**config.mk**
```make
export PLATFORM = sky130hd
export DESIGN_NAME = freq_div_ctrl
export DESIGN_NICKNAME = d
export VERILOG_FILES = /design/src/rtl/freq_div_ctrl.sv
export SDC_FILE = /design/constraint.sdc
export NUM_CORES = 1
export LEC_CHECK = 0
export BUFFER_PORTS_ARGS = -buffer_cell sky130_fd_sc_hd__buf_2
export CAP_MARGIN = 15
export CORE_MARGIN = 2
export CORE_UTILIZATION = 60
export CTS_CLUSTER_SIZE = 16
export DETAILED_ROUTE_END_ITERATION = 8
export HOLD_SLACK_MARGIN = 0.05
export PLACE_DENSITY = 0.82
export SLEW_MARGIN = 5
export SYNTH_ARGS = -nofsm -noshare
export SYNTH_HDL_FRONTEND = slang
export SYNTH_SLANG_ARGS = --single-unit
```
**constraint.sdc**
```tcl
create_clock -name clk -period 6.4 [get_ports clk]
set_clock_uncertainty 0.1 [all_clocks]
set_input_delay 0.32 -clock clk [delete_from_list [all_inputs] [get_ports clk]]
set_output_delay 0.32 -clock clk [all_outputs]
set_load 0.005 [all_outputs]
```
**src/rtl/freq_div_ctrl.sv**
```systemverilog
// Programmable 50%-duty clock divider (ratio 2*H) with start/clean-stop control
// and a single-entry configuration buffer applied only at safe boundaries.
module freq_div_ctrl #(
  parameter int unsigned W            = 5,
  parameter int unsigned DEFAULT_HALF = 3
) (
  input  logic         clk,
  input  logic         rst,
  input  logic         start,
  input  logic         stop,
  input  logic         cfg_valid,
  input  logic [W-1:0] cfg_half,
  output logic         cfg_ready,
  output logic         cfg_err,
  output logic         freq_out,
  output logic         tick,
  output logic         busy
);

  typedef enum logic [1:0] {
    IDLE     = 2'd0,
    RUN      = 2'd1,
    STOPPING = 2'd2
  } state_t;

  state_t       state_q, state_d;
  logic [W-1:0] cnt_q, cnt_d;
  logic [W-1:0] h_act_q, h_act_d;
  logic [W-1:0] pend_q, pend_d;
  logic         pend_v_q, pend_v_d;
  logic         freq_d, tick_d, err_d;
  logic         last;
  logic         accept;

  assign cfg_ready = ~pend_v_q;
  assign busy      = (state_q != IDLE);
  assign accept    = cfg_valid & ~pend_v_q;
  // >= keeps a phase terminating even if H_act shrinks below cnt while stopping
  assign last      = (cnt_q >= (h_act_q - W'(1)));

  // Next-state and output decode
  always_comb begin
    state_d  = state_q;
    cnt_d    = cnt_q;
    h_act_d  = h_act_q;
    pend_d   = pend_q;
    pend_v_d = pend_v_q;
    freq_d   = freq_out;
    tick_d   = 1'b0;
    err_d    = 1'b0;

    if (accept) begin
      if (cfg_half == '0) begin
        err_d = 1'b1;
      end else begin
        pend_d   = cfg_half;
        pend_v_d = 1'b1;
      end
    end

    case (state_q)
      IDLE: begin
        freq_d = 1'b0;
        cnt_d  = '0;
        if (pend_v_q) begin
          h_act_d  = pend_q;
          pend_v_d = 1'b0;
        end
        if (start && !stop) begin
          state_d = RUN;
        end
      end

      RUN: begin
        if (stop && !freq_out) begin
          state_d = IDLE;
          freq_d  = 1'b0;
          cnt_d   = '0;
        end else if (last) begin
          cnt_d  = '0;
          freq_d = ~freq_out;
          tick_d = ~freq_out;
          // Falling edge is the period boundary: safe point to swap H
          if (freq_out) begin
            if (pend_v_q) begin
              h_act_d  = pend_q;
              pend_v_d = 1'b0;
            end
            if (stop) begin
              state_d = IDLE;
            end
          end
        end else begin
          cnt_d = cnt_q + W'(1);
          if (stop) begin
            state_d = STOPPING;
          end
        end
      end

      STOPPING: begin
        if (pend_v_q) begin
          h_act_d  = pend_q;
          pend_v_d = 1'b0;
        end
        if (last) begin
          freq_d  = 1'b0;
          cnt_d   = '0;
          state_d = IDLE;
        end else begin
          cnt_d = cnt_q + W'(1);
        end
      end

      default: begin
        state_d = IDLE;
        freq_d  = 1'b0;
        cnt_d   = '0;
      end
    endcase
  end

  // State and output registers
  always_ff @(posedge clk) begin
    if (rst) begin
      state_q  <= IDLE;
      cnt_q    <= '0;
      h_act_q  <= W'(DEFAULT_HALF);
      pend_q   <= '0;
      pend_v_q <= 1'b0;
      freq_out <= 1'b0;
      tick     <= 1'b0;
      cfg_err  <= 1'b0;
    end else begin
      state_q  <= state_d;
      cnt_q    <= cnt_d;
      h_act_q  <= h_act_d;
      pend_q   <= pend_d;
      pend_v_q <= pend_v_d;
      freq_out <= freq_d;
      tick     <= tick_d;
      cfg_err  <= err_d;
    end
  end

endmodule

```
; ---- Word level (Yosys, flattened, before mapping)
; Index checks and enable logic that the tools add are counted.
[classes]
addsub = 2
order_cmp = 1
eq_ne = 11
muxes = 28
bitwise = 7
n_reduce_logical = 15
[op_table]
columns = op, n
row1 = $mux 5, 6
row2 = $pmux 5 s2, 2
row3 = $mux 2, 7
row4 = $ne 4x4->1 const B, 3
row5 = $mux 1, 10
row6 = $ne 2x2->1 const B, 5
row7 = $not 1->1, 6
row8 = $pmux 2 s3, 1
row9 = $add 5x1->5 const B, 1
row10 = $ge 5x5->1, 1
row11 = $logic_not 5->1, 1
row12 = $reduce_and 5->1, 1
row13 = $sub 5x1->5 const B, 1
row14 = $pmux 1 s2, 2
row15 = $reduce_and 2->1, 2
row16 = $reduce_and 4->1, 1
row17 = $reduce_bool 2->1, 2
row18 = $reduce_or 2->1, 2
row19 = $reduce_or 4->1, 1
row20 = $ne 3x3->1 const B, 1
row21 = $eq 2x1->1 const B, 1
row22 = $eq 2x2->1 const B, 1
row23 = $logic_and 1x1->1, 2
row24 = $logic_not 1->1, 2
row25 = 2 further kinds, 2
[totals]
regBits = 21
out_inout_bits = 5
word_cells = 72

; ---- Depth between registers and ports, before layout
; Gate-level depths: netlist of the first run.
[depth]
word_depth = 8
depth_mapped = 9
depth_no_buf = 9

; ---- Least setup slack after synthesis of the first run
; OpenSTA, ideal clock, no wires.
[synth_path]
path_type = reg-to-reg
startpoint = reg h_act_q[0]
endpoint = reg h_act_q[0]
setup_time_ns = 0.072
t_arrival_ns = 2.124
t_required_ns = 6.228
setup_slack_ns = 4.104
stages_incl_launch_ff = 10
n_path_buf = 0
cell_sequence = dfxtp_1 inv_1 ha_1 xnor2_1 ha_1 nand2_2 o21ai_2 a31oi_4 a2111oi_4 mux2i_1
[synth_via]
elab_chain_len = 5
word_cells_on_any_way = 9
cone_classes = add/sub: 1 / order compare: 1 / eq/ne: 1 / mux: 5 / reduce/logical: 1
[synth_rtl]
columns = element, line
row1 = start: declaration, 28  ; logic [W-1:0] h_act_q, h_act_d;
row2 = start signal: assignment, 128  ; h_act_q <= W'(DEFAULT_HALF);
row3 = start signal: assignment, 137  ; h_act_q <= h_act_d;
row4 = branches (longest 5 deep; another with $sub 5x1->5), n/a
; Parallel ways; which one is timed is not known. The select of a mux whose other input is x is not followed.
; A chain may end at the register's enable or synchronous reset.

; ---- Final worst setup path of the first run
[layout_path]
startpoint = reg h_act_q[0]
endpoint = reg h_act_q[1]
[layout_via]
elab_chain_len = 4
[layout_rtl]
columns = element, line
row1 = $sub 5x1->5, 39  ; assign last = (cnt_q >= (h_act_q - W'(1)));
row2 = $ge 5x5->1, 39
row3 = $ne 2x2->1 (no line), n/a
row4 = $reduce_and 4->1 (no line), n/a
; Every way passes these cells.

==> results of run 1 <==
-- cell families after synthesis --
logic type      count (synthesis)
mux                             6
flops                          21
xor+xnor                        6
simple gates                   48
buf+inv                        12
fa+ha+maj                      11
compound gates                 22
-- flip-flops by register name (all words and copies together) (netlist names) --
register  flops
cfg_err       1
cnt_q         5
pend_v_q      1
tick          1
h_act_q       5
freq_out      1
pend_q        5
state_q       2
-- routing by layer --
layer	share of wire, %	vias up
met2	47	14
met3	2.7	4
met5	0	-
met1	49	421
met4	2.0	0
li1	-	464
-- metrics by stage --
step                      hold slack (ps)  power (µW)  worst slack [ps]
after CTS                           135.4       277.6              3903
after floorplan                     330.0       199.2              4104
final                               142.9       276.5              3917
after global routing                136.6       292.0              3735
after global placement              348.1       211.5              3994
after detailed placement            354.0       214.0              3948
-- cell usage in the layout (no fill, tap or decap), drive strengths merged, types with 3 or more instances in the layout --
cell type	count
buf	14
nand2	5
nor2b	7
xnor2	3
nand2b	8
nand3	3
o21ai	4
dfxtp	21
a21oi	6
nor2	16
mux2i	6
nor3	5
a22o	4
xor2	3
ha	11
clkbuf	3
inv	9
-- worst max-delay path: cells and delay by family, from the launching register on --
family          cells  cell delay (ps)
compound gates      3              950
mux                 1              240
simple gates        1               50
fa+ha+maj           2              520
xor+xnor            1              130
flops               1              360
buf+inv             1               70
-- final cells by class --
class	instances	area share, %
multi-input cells	93	54.04
flip-flops and latches	21	33.14
repair buffers	14	5.523
inverters	9	2.663
well taps	25	2.465
clock buffers	3	1.775
clock inverters	1	0.3945
-- report_power, final --
| group | internal [µW] | switching, µW | total (µW) |
|---|---|---|---|
| Sequential | 138 | 5.89 | 144 |
| Clock | 23.3 | 41.4 | 64.7 |
| Combinational | 31.1 | 36.6 | 67.6 |
| Total | 193 | 83.8 | 277 |
-- worst paths after layout --
path,start,end,slack (ps),depth (start not counted)
worst max-delay path,h_act_q[0],h_act_q[1],3920,9
worst min-delay path,cfg_half[4],pend_q[4],140,2
worst max register to register,h_act_q[0],h_act_q[1],3920,9
worst min register to register,cnt_q[0],cnt_q[0],380,1
==> results_tabular.tex, run 1 <==
\begin{tabular}{lr}
\hline
Metric & Value \\
\hline
\multicolumn{2}{l}{\textbf{Run status}} \\
\quad Status & completed \\
\multicolumn{2}{l}{\textbf{Layout}} \\
\quad Area added between synthesis and finish & 10.22\% \\
\quad Fin area & 1269 µm² \\
\quad Layout Utilization & 71.91\% \\
\quad \# nets final & 163 \\
\quad Proportion of layout cells with a drive suffix above 1 & 18.44\% \\
\quad Number of fillers in the final layout & 156 \\
\quad Combined flip-flop and latch cell area & 420.4 µm² \\
\quad Number of non-filler instances in the completed layout & 166 \\
\quad Diodes inserted & 0 \\
\quad Area of the multi-input gates & 685.7 µm² \\
\multicolumn{2}{l}{\textbf{Synthesis}} \\
\quad Most frequently used cell type in the post-synthesis netlist & dfxtp\_1 \\
\quad Post-synthesis compound-gate area fraction & 16.09\% \\
\quad Syn avg cell area & 9.136 µm² \\
\quad Most used standard cells in the synthesized netlist & 21 x dfxtp\_1, 16 x nor2\_1, 11 x ha\_1 \\
\quad Main flop type after synthesis & dfxtp\_1 \\
\quad Post-synthesis net count & 147 \\
\quad Share of synthesized flip-flops with an asynchronous set or reset & 0\% \\
\quad Multiplexer share of the synthesized area & 5.217\% \\
\quad Syn. warnings & 0 \\
\quad Register bit count reported by yosys & 21 \\
\quad Main combinational cell family by area after synthesis & simple AND/OR/NAND/NOR gates \\
\quad Number of flops mapped to enable cells by yosys & 0 \\
\quad Sequential element share of the synthesized area & 36.52\% \\
\quad Arithmetic-cell share of the synthesized area counting full adders, half adders and majority gates & 11.96\% \\
\quad Synth top area share & 36.52\% \\
\quad Synthesized area & 1151 µm² \\
\quad Library cell with the largest summed area after synthesis & dfxtp\_1 \\
\quad Xor/xnor cell area share of the yosys netlist & 4.565\% \\
\quad Simple-Gate Fraction of Synth Area & 21.74\% \\
\quad Count of mapped cells out of synthesis & 126 \\
\quad Top cells by area, synth & dfxtp\_1 37\%, ha\_1 12\%, mux2i\_1 5.2\%, nor2\_1 5.2\%, nand2b\_1 4.3\% \\
\quad Synth unique cells & 31 \\
\multicolumn{2}{l}{\textbf{Clock network}} \\
\quad Post-CTS Resized & 0 \\
\quad Post-CTS setup buffer count & 0 \\
\quad H-tree Lvls & 1 \\
\quad Clock tree sinks & 21 \\
\quad TritonCTS clock tree & yes \\
\quad Number of buffers created by CTS & 3 \\
\quad Register clock-pin slew on the reported worst setup and hold paths & 120 ps \\
\quad Number of buffers on the longest clock path & 2 \\
\quad Total of hold buffers inserted after clock tree synthesis & 0 \\
\quad Clock root buffer & clkbuf\_4 \\
\quad Clk Latency, worst-skew pair & 310 ps \\
\multicolumn{2}{l}{\textbf{STA}} \\
\quad Period utilisation layout & 38.79\% \\
\quad Slew Limit Headroom & 64.31\% \\
\quad Maximum clock frequency & 0.4028 GHz \\
\quad RSZ-0062 raised after global routing & no \\
\quad Count of endpoints failing setup in the final report & 0 \\
\quad Total negative slack & 0 ps \\
\quad Final Hold Violating Endpoints & 0 \\
\quad Period minus WS final & 2483 ps \\
\quad Pins over their slew limit & 0 \\
\quad Slew at the pin closest to its max-slew limit & 535.3 ps \\
\multicolumn{2}{l}{\textbf{Die}} \\
\quad Die Span Y & 47.80 µm \\
\quad Die Area & 2285 µm² \\
\quad Standard-cell row count & 15 \\
\quad Number of top-level pins & 15 \\
\quad Effective utilization at floorplan & 65.25\% \\
\quad Area of the core & 1764 µm² \\
\quad Die outline width & 47.80 µm \\
\multicolumn{2}{l}{\textbf{Route}} \\
\quad DRT antenna net count & 0 \\
\quad Number of vias after detailed routing & 903 \\
\quad WL per Instance & 12.49 µm \\
\quad DRC violation count after routing & 0 \\
\quad Post-detailed-route via-to-cell ratio & 5.440 \\
\quad Number of violations reported at the end of detailed-routing iteration 0 & 17 \\
\quad Detailed-routing iteration count for the pre-antenna-repair pass & 4 \\
\quad DRT Wirelength & 2.074 mm \\
\multicolumn{2}{l}{\textbf{Power and ir drop}} \\
\quad Static leakage & 0.0005320 µW \\
\quad Worst IR drop on VDD & 0.1703 mV \\
\quad Cell area power density & 218.0 nW/µm² \\
\multicolumn{2}{l}{\textbf{Placed design}} \\
\quad Standard cell area after detailed placement & 1241 µm² \\
\quad Count of port buffers added during placement & 14 \\
\quad Dpl cells & 162 \\
\quad Half-perimeter wire length after placement & 1.589 mm \\
\quad Weighted congestion at the end of routability-driven global placement & 0.8655 \\
\multicolumn{2}{l}{\textbf{Worst setup path}} \\
\quad CP most frequent cell & ha\_1 \\
\quad Setup crit end kind & flop \\
\quad CP required & 6550 ps \\
\quad Largest fanout of any net on the critical path & 7 \\
\quad Kind of launch point of the worst setup path & flop \\
\quad Arr. time, crit path & 2630 ps \\
\quad Slowest stage cell, crit path & a2111oi\_4 \\
\quad Path type of the worst setup path & flop to flop \\
\quad Cell-by-cell listing of the critical path & inv\_1 > ha\_1 > xnor2\_1 > ha\_1 > nand2\_2 > o21ai\_2 > a31oi\_4 > a2111oi\_4 > mux2i\_1 \\
\quad Delay contributed by the slowest stage of the critical path & 600 ps \\
\multicolumn{2}{l}{\textbf{Global route}} \\
\quad Met3 track utilization from global routing & 4.528\% \\
\quad Met2 track utilization from global routing & 35.47\% \\
\quad Layer with the highest usage & met2 \\
\quad Vias in the first global route & 812 \\
\quad Remaining global-route overflow & 0 \\
\quad Total routing usage reported by global routing & 22.21\% \\
\quad Global-route wire length before repair & 3.463 mm \\
\quad Met1 track utilization from global routing & 28.94\% \\
\quad Pin count of the biggest net entering global routing & 20 \\
\quad Initial antenna violation count & 0 \\
\multicolumn{2}{l}{\textbf{Min path}} \\
\quad Class of the worst hold path & input port to flop \\
\multicolumn{2}{l}{\textbf{Run}} \\
\quad Max-cap violation count & 0 \\
\hline
\end{tabular}
(Power assumes the default switching activity.)
==> run 2, diff against run 1 <==
Settings changed: CORE_UTILIZATION 60 to 55, PLACE_DENSITY 0.82 to 0.76.
Clock period 6.4 ns to 2.3 ns, I/O delays scaled along.
==> run 2 against run 1 <==
Effect of this change:
- global-route usage up 0.12 points
- final area up 14%
- worst hold slack worse by 92 ps
- final cell count up 8.4%
- total power rose to 3.0 times the previous value
- via count up 9.2%
- sequential cell count unchanged
- routed wire length up 24%
- sequential share of layout area down 3.9 points
- largest cell class unchanged
==> results_tabular.tex, run 2 (same netlist as run 1, synthesis figures left out) <==
\begin{tabular}{lr}
\hline
Metric & Value \\
\hline
\multicolumn{2}{l}{\textbf{Die}} \\
\quad Area of the core & 1962 µm² \\
\quad Number of top-level pins & 15 \\
\quad Standard-cell row count & 16 \\
\quad Effective utilization at floorplan & 58.67\% \\
\quad Die Span Y & 49.75 µm \\
\quad Die Area & 2475 µm² \\
\quad Die outline width & 49.75 µm \\
\multicolumn{2}{l}{\textbf{Worst setup path}} \\
\quad Setup crit end kind & flop \\
\quad Startpoint of the most critical setup path & h\_act\_q[1] \\
\quad Arr. time, crit path & 2380 ps \\
\quad Critical register-to-register path startpoint & h\_act\_q[1] \\
\quad R2R Setup Slk & 70 ps \\
\quad CP required & 2450 ps \\
\quad Kind of launch point of the worst setup path & flop \\
\quad Path type of the worst setup path & flop to flop \\
\quad Largest fanout of any net on the critical path & 5 \\
\multicolumn{2}{l}{\textbf{Route}} \\
\quad Number of vias after detailed routing & 986 \\
\quad DRT antenna net count & 0 \\
\quad Number of violations reported at the end of detailed-routing iteration 0 & 14 \\
\quad Wire length on met2 & 1.353 mm \\
\quad DRT Wirelength & 2.577 mm \\
\quad Post-detailed-route via-to-cell ratio & 5.478 \\
\quad WL met1 & 1.061 mm \\
\quad Detailed-routing iteration count for the pre-antenna-repair pass & 4 \\
\quad DRC violation count after routing & 0 \\
\quad Top layer reached by signal wires & met4 \\
\quad WL per Instance & 14.32 µm \\
\quad Routed length on met3 & 92 µm \\
\multicolumn{2}{l}{\textbf{Placed design}} \\
\quad Count of port buffers added during placement & 14 \\
\quad Weighted congestion at the end of routability-driven global placement & 0.8386 \\
\quad Dpl cells & 167 \\
\quad Half-perimeter wire length after placement & 1.595 mm \\
\multicolumn{2}{l}{\textbf{STA}} \\
\quad Period minus WS final & 2227 ps \\
\quad Pins over their slew limit & 0 \\
\quad Count of endpoints failing setup in the final report & 0 \\
\quad Period utilisation layout & 96.83\% \\
\quad Hold\_ws & 50.65 ps \\
\quad Slew Limit Headroom & 71.64\% \\
\quad Final Hold Violating Endpoints & 0 \\
\quad Maximum clock frequency & 0.4490 GHz \\
\quad Slew at the pin closest to its max-slew limit & 422.2 ps \\
\quad Total negative slack & 0 ps \\
\quad RSZ-0062 raised after global routing & yes \\
\multicolumn{2}{l}{\textbf{Min path}} \\
\quad Class of the worst hold path & input port to flop \\
\quad Startpoint of the most critical hold path & stop \\
\multicolumn{2}{l}{\textbf{Layout}} \\
\quad Commonest cells after routing, fill and taps aside & 19 x dfxtp\_1, 16 x nor2\_1, 14 x buf\_2, 9 x ha\_1, 8 x nand2b\_1 \\
\quad Area of the multi-input gates & 754.5 µm² \\
\quad Number of non-filler instances in the completed layout & 180 \\
\quad Combined flip-flop and latch cell area & 422.9 µm² \\
\quad Area added between synthesis and finish & 25.76\% \\
\quad Proportion of layout cells with a drive suffix above 1 & 27.45\% \\
\quad Number of fillers in the final layout & 166 \\
\quad Diodes inserted & 0 \\
\quad Largest registers in the final layout & cnt\_q: 5 flops, h\_act\_q: 5 flops, pend\_q: 5 flops \\
\quad Leading cell type in the layout, fill and taps excluded & dfxtp\_1 \\
\quad \# nets final & 175 \\
\multicolumn{2}{l}{\textbf{Clock network}} \\
\quad Clk Latency, worst-skew pair & 320 ps \\
\quad Clock tree sinks & 21 \\
\quad TritonCTS clock tree & yes \\
\quad Number of buffers on the longest clock path & 2 \\
\quad Number of buffers created by CTS & 3 \\
\quad Clock root buffer & clkbuf\_4 \\
\quad Register clock-pin slew on the reported worst setup and hold paths & 120 ps \\
\quad H-tree Lvls & 1 \\
\multicolumn{2}{l}{\textbf{Global route}} \\
\quad Vias in the first global route & 953 \\
\quad Global-route wire length before repair & 4.133 mm \\
\quad Remaining global-route overflow & 0 \\
\quad Pin count of the biggest net entering global routing & 20 \\
\quad Total routing usage reported by global routing & 22.33\% \\
\quad Initial antenna violation count & 0 \\
\multicolumn{2}{l}{\textbf{Run status}} \\
\quad Status & completed \\
\multicolumn{2}{l}{\textbf{Power and ir drop}} \\
\quad Cell area power density & 580.5 nW/µm² \\
\quad Static leakage & 0.0005867 µW \\
\quad PnR Total Power & 840.4 µW \\
\quad Worst IR drop on VDD & 0.5237 mV \\
\multicolumn{2}{l}{\textbf{Run}} \\
\quad Max-cap violation count & 0 \\
\hline
\end{tabular}
==> run 2: changes by cell type in the layout (fill, tap and decap cells not counted), moves of 2 or more <==
cell,change
inv_1,-2
inv_2,+2
buf_4,+6
dlygate4sd3_1,+6
dfxtp_1,-2
ha_4,+2
ha_1,-2
dfxtp_2,+2
==> run 2: where the power goes <==
part	switching (µW)	total (µW)	internal, µW
registers	17.4	403	386
clock network	119	184	65.2
logic	126	253	127
total	262	840	578
==> run 2: path summary, 6_finish.rpt <==
check | endpoint | cells past startpoint
setup / recovery | h_act_q[3] | 10
hold / removal | tick | 3
setup reg to reg | h_act_q[3] | 10
hold reg to reg | pend_q[1] | 1
==> run 2: cell type report <==
class	instances	area share, %
repair buffers	26	12.10
multi-input cells	93	52.12
inverters	9	2.334
well taps	27	2.334
clock inverters	1	0.3457
clock buffers	3	1.556
flip-flops and latches	21	29.21
==> run 2: critical path: stages, from the launching register on <==
cell and delay [ps]:
dfxtp_2 360, inv_2 50, ha_4 170, xnor2_4 130, ha_4 300, nand2_4 50, o21ai_4 150, a31oi_4 120
a2111oi_4 340, buf_4 200, mux2i_1 190
==> run 2: metrics by stage <==
stage,utilization [%],setup slack (ps),cell area (µm²)
2_1_floorplan,-,4.399,1151
3_3_place_gp,64.54,72.55,1266
3_5_place_dp,64.54,-9.422,1266
4_1_cts,69.96,53.57,1373
5_1_grt,73.79,-58.63,1448
6_report,73.79,72.81,1448
==> run 2: metal layers <==
layer  vias to the layer above  global-route usage [%]
met2                        23                   39.78
met5                         -                       0
met1                       472                   25.52
met3                         8                   3.636
li1                        483                       -
met4                         0                   11.11
==> run 2: repair_timing <==
action / 4_1_cts / 5_1_grt
setup endpoints to repair: 5 / 13
resized for setup: 3 / 11
hold endpoints to repair: 7 / 0
pin swaps: 5 / 6
setup buffers: 1 / 2
hold buffers: 6 / 0
cloned: 0 / 0
==> run 3, diff against run 2 <==
Settings changed: CORE_UTILIZATION 55 to 40, PLACE_DENSITY 0.76 to default.
==> run 3 against run 2 <==
Effect of this change:
- global-route usage shrank 7.3 points
- critical path type unchanged
- final area shrank 2.9%
- via count shrank 6.0%
- critical endpoint is now h_act_q[0]
- sequential cell count is the same
- setup slack lost 39 ps
- non-clock buffer count shrank 1
- sequential share of layout area grew 0.88 points
==> results_tabular.tex, run 3 (same netlist as run 1, synthesis figures left out) <==
\begin{tabular}{lr}
\hline
Metric & Value \\
\hline
\multicolumn{2}{l}{\textbf{Global route}} \\
\quad Global-route wire length before repair & 3.960 mm \\
\quad Vias in the first global route & 915 \\
\quad Met3 track utilization from global routing & 4.018\% \\
\quad Layer with the highest usage & met2 \\
\quad Remaining global-route overflow & 0 \\
\quad Total routing usage reported by global routing & 15.01\% \\
\quad Pin count of the biggest net entering global routing & 20 \\
\quad Initial antenna violation count & 0 \\
\quad Met1 track utilization from global routing & 18.97\% \\
\quad Met2 track utilization from global routing & 26.30\% \\
\multicolumn{2}{l}{\textbf{Layout}} \\
\quad Leading cell type in the layout, fill and taps excluded & dfxtp\_1 \\
\quad Commonest cells after routing, fill and taps aside & 19 x dfxtp\_1, 16 x nor2\_1, 14 x buf\_2, 10 x ha\_1, 8 x nand2b\_1 \\
\quad Largest registers in the final layout & cnt\_q: 5 flops, h\_act\_q: 5 flops, pend\_q: 5 flops \\
\quad Number of non-filler instances in the completed layout & 183 \\
\quad Proportion of layout cells with a drive suffix above 1 & 24.34\% \\
\quad Area added between synthesis and finish & 22.07\% \\
\quad Area of the multi-input gates & 711.9 µm² \\
\quad Diodes inserted & 0 \\
\quad Combined flip-flop and latch cell area & 422.9 µm² \\
\quad Number of fillers in the final layout & 269 \\
\quad \# nets final & 174 \\
\multicolumn{2}{l}{\textbf{STA}} \\
\quad Count of endpoints failing setup in the final report & 0 \\
\quad Period minus WS final & 2267 ps \\
\quad Maximum clock frequency & 0.4412 GHz \\
\quad Final Hold Violating Endpoints & 0 \\
\quad Pins over their slew limit & 0 \\
\quad Period utilisation layout & 98.55\% \\
\quad RSZ-0062 raised after global routing & yes \\
\quad Slew at the pin closest to its max-slew limit & 428.4 ps \\
\quad Hold\_ws & 67.87 ps \\
\quad Final setup margin & 33.44 ps \\
\quad Slew Limit Headroom & 71.22\% \\
\quad Total negative slack & 0 ps \\
\multicolumn{2}{l}{\textbf{Die}} \\
\quad Die Area & 3323 µm² \\
\quad Area of the core & 2734 µm² \\
\quad Effective utilization at floorplan & 42.11\% \\
\quad Die Span Y & 57.65 µm \\
\quad Standard-cell row count & 19 \\
\quad Die outline width & 57.65 µm \\
\quad Number of top-level pins & 15 \\
\multicolumn{2}{l}{\textbf{Power and ir drop}} \\
\quad Static leakage & 0.0005734 µW \\
\quad Internal power of the cells & 565.7 µW \\
\quad Portion of total power attributed to sequential cells & 49.7\% \\
\quad Combinational share of power & 27.9\% \\
\quad Cell area power density & 577.5 nW/µm² \\
\quad Worst IR drop on VDD & 0.4527 mV \\
\quad Clock power share & 22.3\% \\
\quad NetSw & 245.7 µW \\
\quad PnR Total Power & 811.5 µW \\
\quad Net switching share of the total power & 30.28\% \\
\multicolumn{2}{l}{\textbf{Worst setup path}} \\
\quad CP required & 2430 ps \\
\quad Cell-by-cell listing of the critical path & inv\_2 > ha\_4 > xnor2\_1 > ha\_1 > nand2\_2 > o21ai\_4 > a31oi\_4 > a2111oi\_4 > buf\_4 > mux2i\_1 \\
\quad Slowest stage cell, crit path & dfxtp\_2 \\
\quad R2R Setup Slk & 30 ps \\
\quad Setup crit end kind & flop \\
\quad Worst r2r path cells & 10 \\
\quad Arr. time, crit path & 2400 ps \\
\quad Delay contributed by the slowest stage of the critical path & 360 ps \\
\quad Critical R2R Capture & h\_act\_q[0] \\
\quad Kind of cell adding the most delay to the critical path & compound AO/OA/AOI/OAI gates \\
\quad Largest fanout of any net on the critical path & 5 \\
\quad Total buffers and inverters traversed by the critical path & 2 \\
\quad Critical register-to-register path startpoint & h\_act\_q[1] \\
\quad Kind of launch point of the worst setup path & flop \\
\quad Startpoint of the most critical setup path & h\_act\_q[1] \\
\quad Path type of the worst setup path & flop to flop \\
\multicolumn{2}{l}{\textbf{Placed design}} \\
\quad Dpl cells & 170 \\
\quad Half-perimeter wire length after placement & 1.711 mm \\
\quad Post-placement setup slack & -41.33 ps \\
\quad Weighted congestion at the end of routability-driven global placement & 0.7882 \\
\quad Count of port buffers added during placement & 14 \\
\multicolumn{2}{l}{\textbf{Route}} \\
\quad WL per Instance & 12.33 µm \\
\quad DRT Wirelength & 2.256 mm \\
\quad Detailed-routing iteration count for the pre-antenna-repair pass & 4 \\
\quad Number of vias after detailed routing & 927 \\
\quad DRC violation count after routing & 0 \\
\quad Number of violations reported at the end of detailed-routing iteration 0 & 8 \\
\quad DRT antenna net count & 0 \\
\quad Post-detailed-route via-to-cell ratio & 5.066 \\
\multicolumn{2}{l}{\textbf{Clock network}} \\
\quad H-tree Lvls & 1 \\
\quad Number of buffers created by CTS & 3 \\
\quad Clock root buffer & clkbuf\_4 \\
\quad Number of buffers on the longest clock path & 2 \\
\quad TritonCTS clock tree & yes \\
\quad Clock tree sinks & 21 \\
\quad Clk Latency, worst-skew pair & 300 ps \\
\quad Register clock-pin slew on the reported worst setup and hold paths & 120 ps \\
\multicolumn{2}{l}{\textbf{Run}} \\
\quad Max-cap violation count & 0 \\
\multicolumn{2}{l}{\textbf{Min path}} \\
\quad Class of the worst hold path & input port to flop \\
\quad End point of the worst hold path & freq\_out \\
\quad Startpoint of the most critical hold path & rst \\
\quad Hold Path Cell Cnt & 2 \\
\multicolumn{2}{l}{\textbf{Run status}} \\
\quad Status & completed \\
\hline
\end{tabular}
-- run 3: changes by cell type in the layout (fill, tap and decap cells not counted) --
cell,delta
a21oi_1,+1
a21oi_2,-1
buf_4,-1
clkinv_2,-1
clkinvlp_4,+1
ha_1,+1
ha_4,-1
nand2_1,+1
nand2_4,-1
xnor2_1,+1
xnor2_4,-1
-- run 3: what timing repair did --
action,in CTS,in global routing
hold buffers,6,0
endpoints found under the setup margin,7,13
buffers inserted,2,1
resized for setup,4,4
hold endpoints to repair,6,0
pin swaps,5,8
-- run 3: worst max path at each step --
stage                  to  slack (ps)  depth (start not counted)
2_1_floorplan  h_act_q[0]           4                          9
3_3_place_gp   h_act_q[4]          30                         10
3_5_place_dp   h_act_q[0]         -40                         10
4_1_cts        h_act_q[0]          40                         10
5_1_grt        h_act_q[1]        -100                         10
6_report       h_act_q[0]          30                         10
-- run 3: per-stage QoR --
| stage | utilization [%] | area [µm²] |
|---|---|---|
| after floorplan | - | 1151 |
| after global placement | 46.22 | 1264 |
| after detailed placement | 46.22 | 1264 |
| after CTS | 50.53 | 1381 |
| after global routing | 51.40 | 1405 |
| final | 51.40 | 1405 |
-- run 3: layer usage --
layer | routed length, µm | vias to the layer above | share of wire [%]
met5 | 0 | - | 0
li1 | - | 484 | -
met2 | 1103 | 13 | 49
met4 | 17 | 0 | 0.75
met3 | 58 | 2 | 2.6
met1 | 1077 | 428 | 48
-- run 3: cell type report --
| class | count | share of cell area (%) |
|---|---|---|
| sequential | 21 | 30.10 |
| tap | 31 | 2.760 |
| timing repair buffer | 25 | 11.93 |
| clock buffer | 3 | 1.603 |
| multi-input combinational | 93 | 50.67 |
| inverter | 9 | 2.404 |
| clock inverter | 1 | 0.5343 |
-- run 3: power groups by stage --
| stage | Sequential, µW | Combinational, µW | Clock [µW] |
|---|---|---|---|
| final | 403 | 227 | 181 |
| after global routing | 407 | 250 | 208 |
| after global placement | 409 | 195 | 0 |
| after detailed placement | 410 | 200 | 0 |
| after floorplan | 405 | 149 | 0 |
| after CTS | 403 | 221 | 195 |
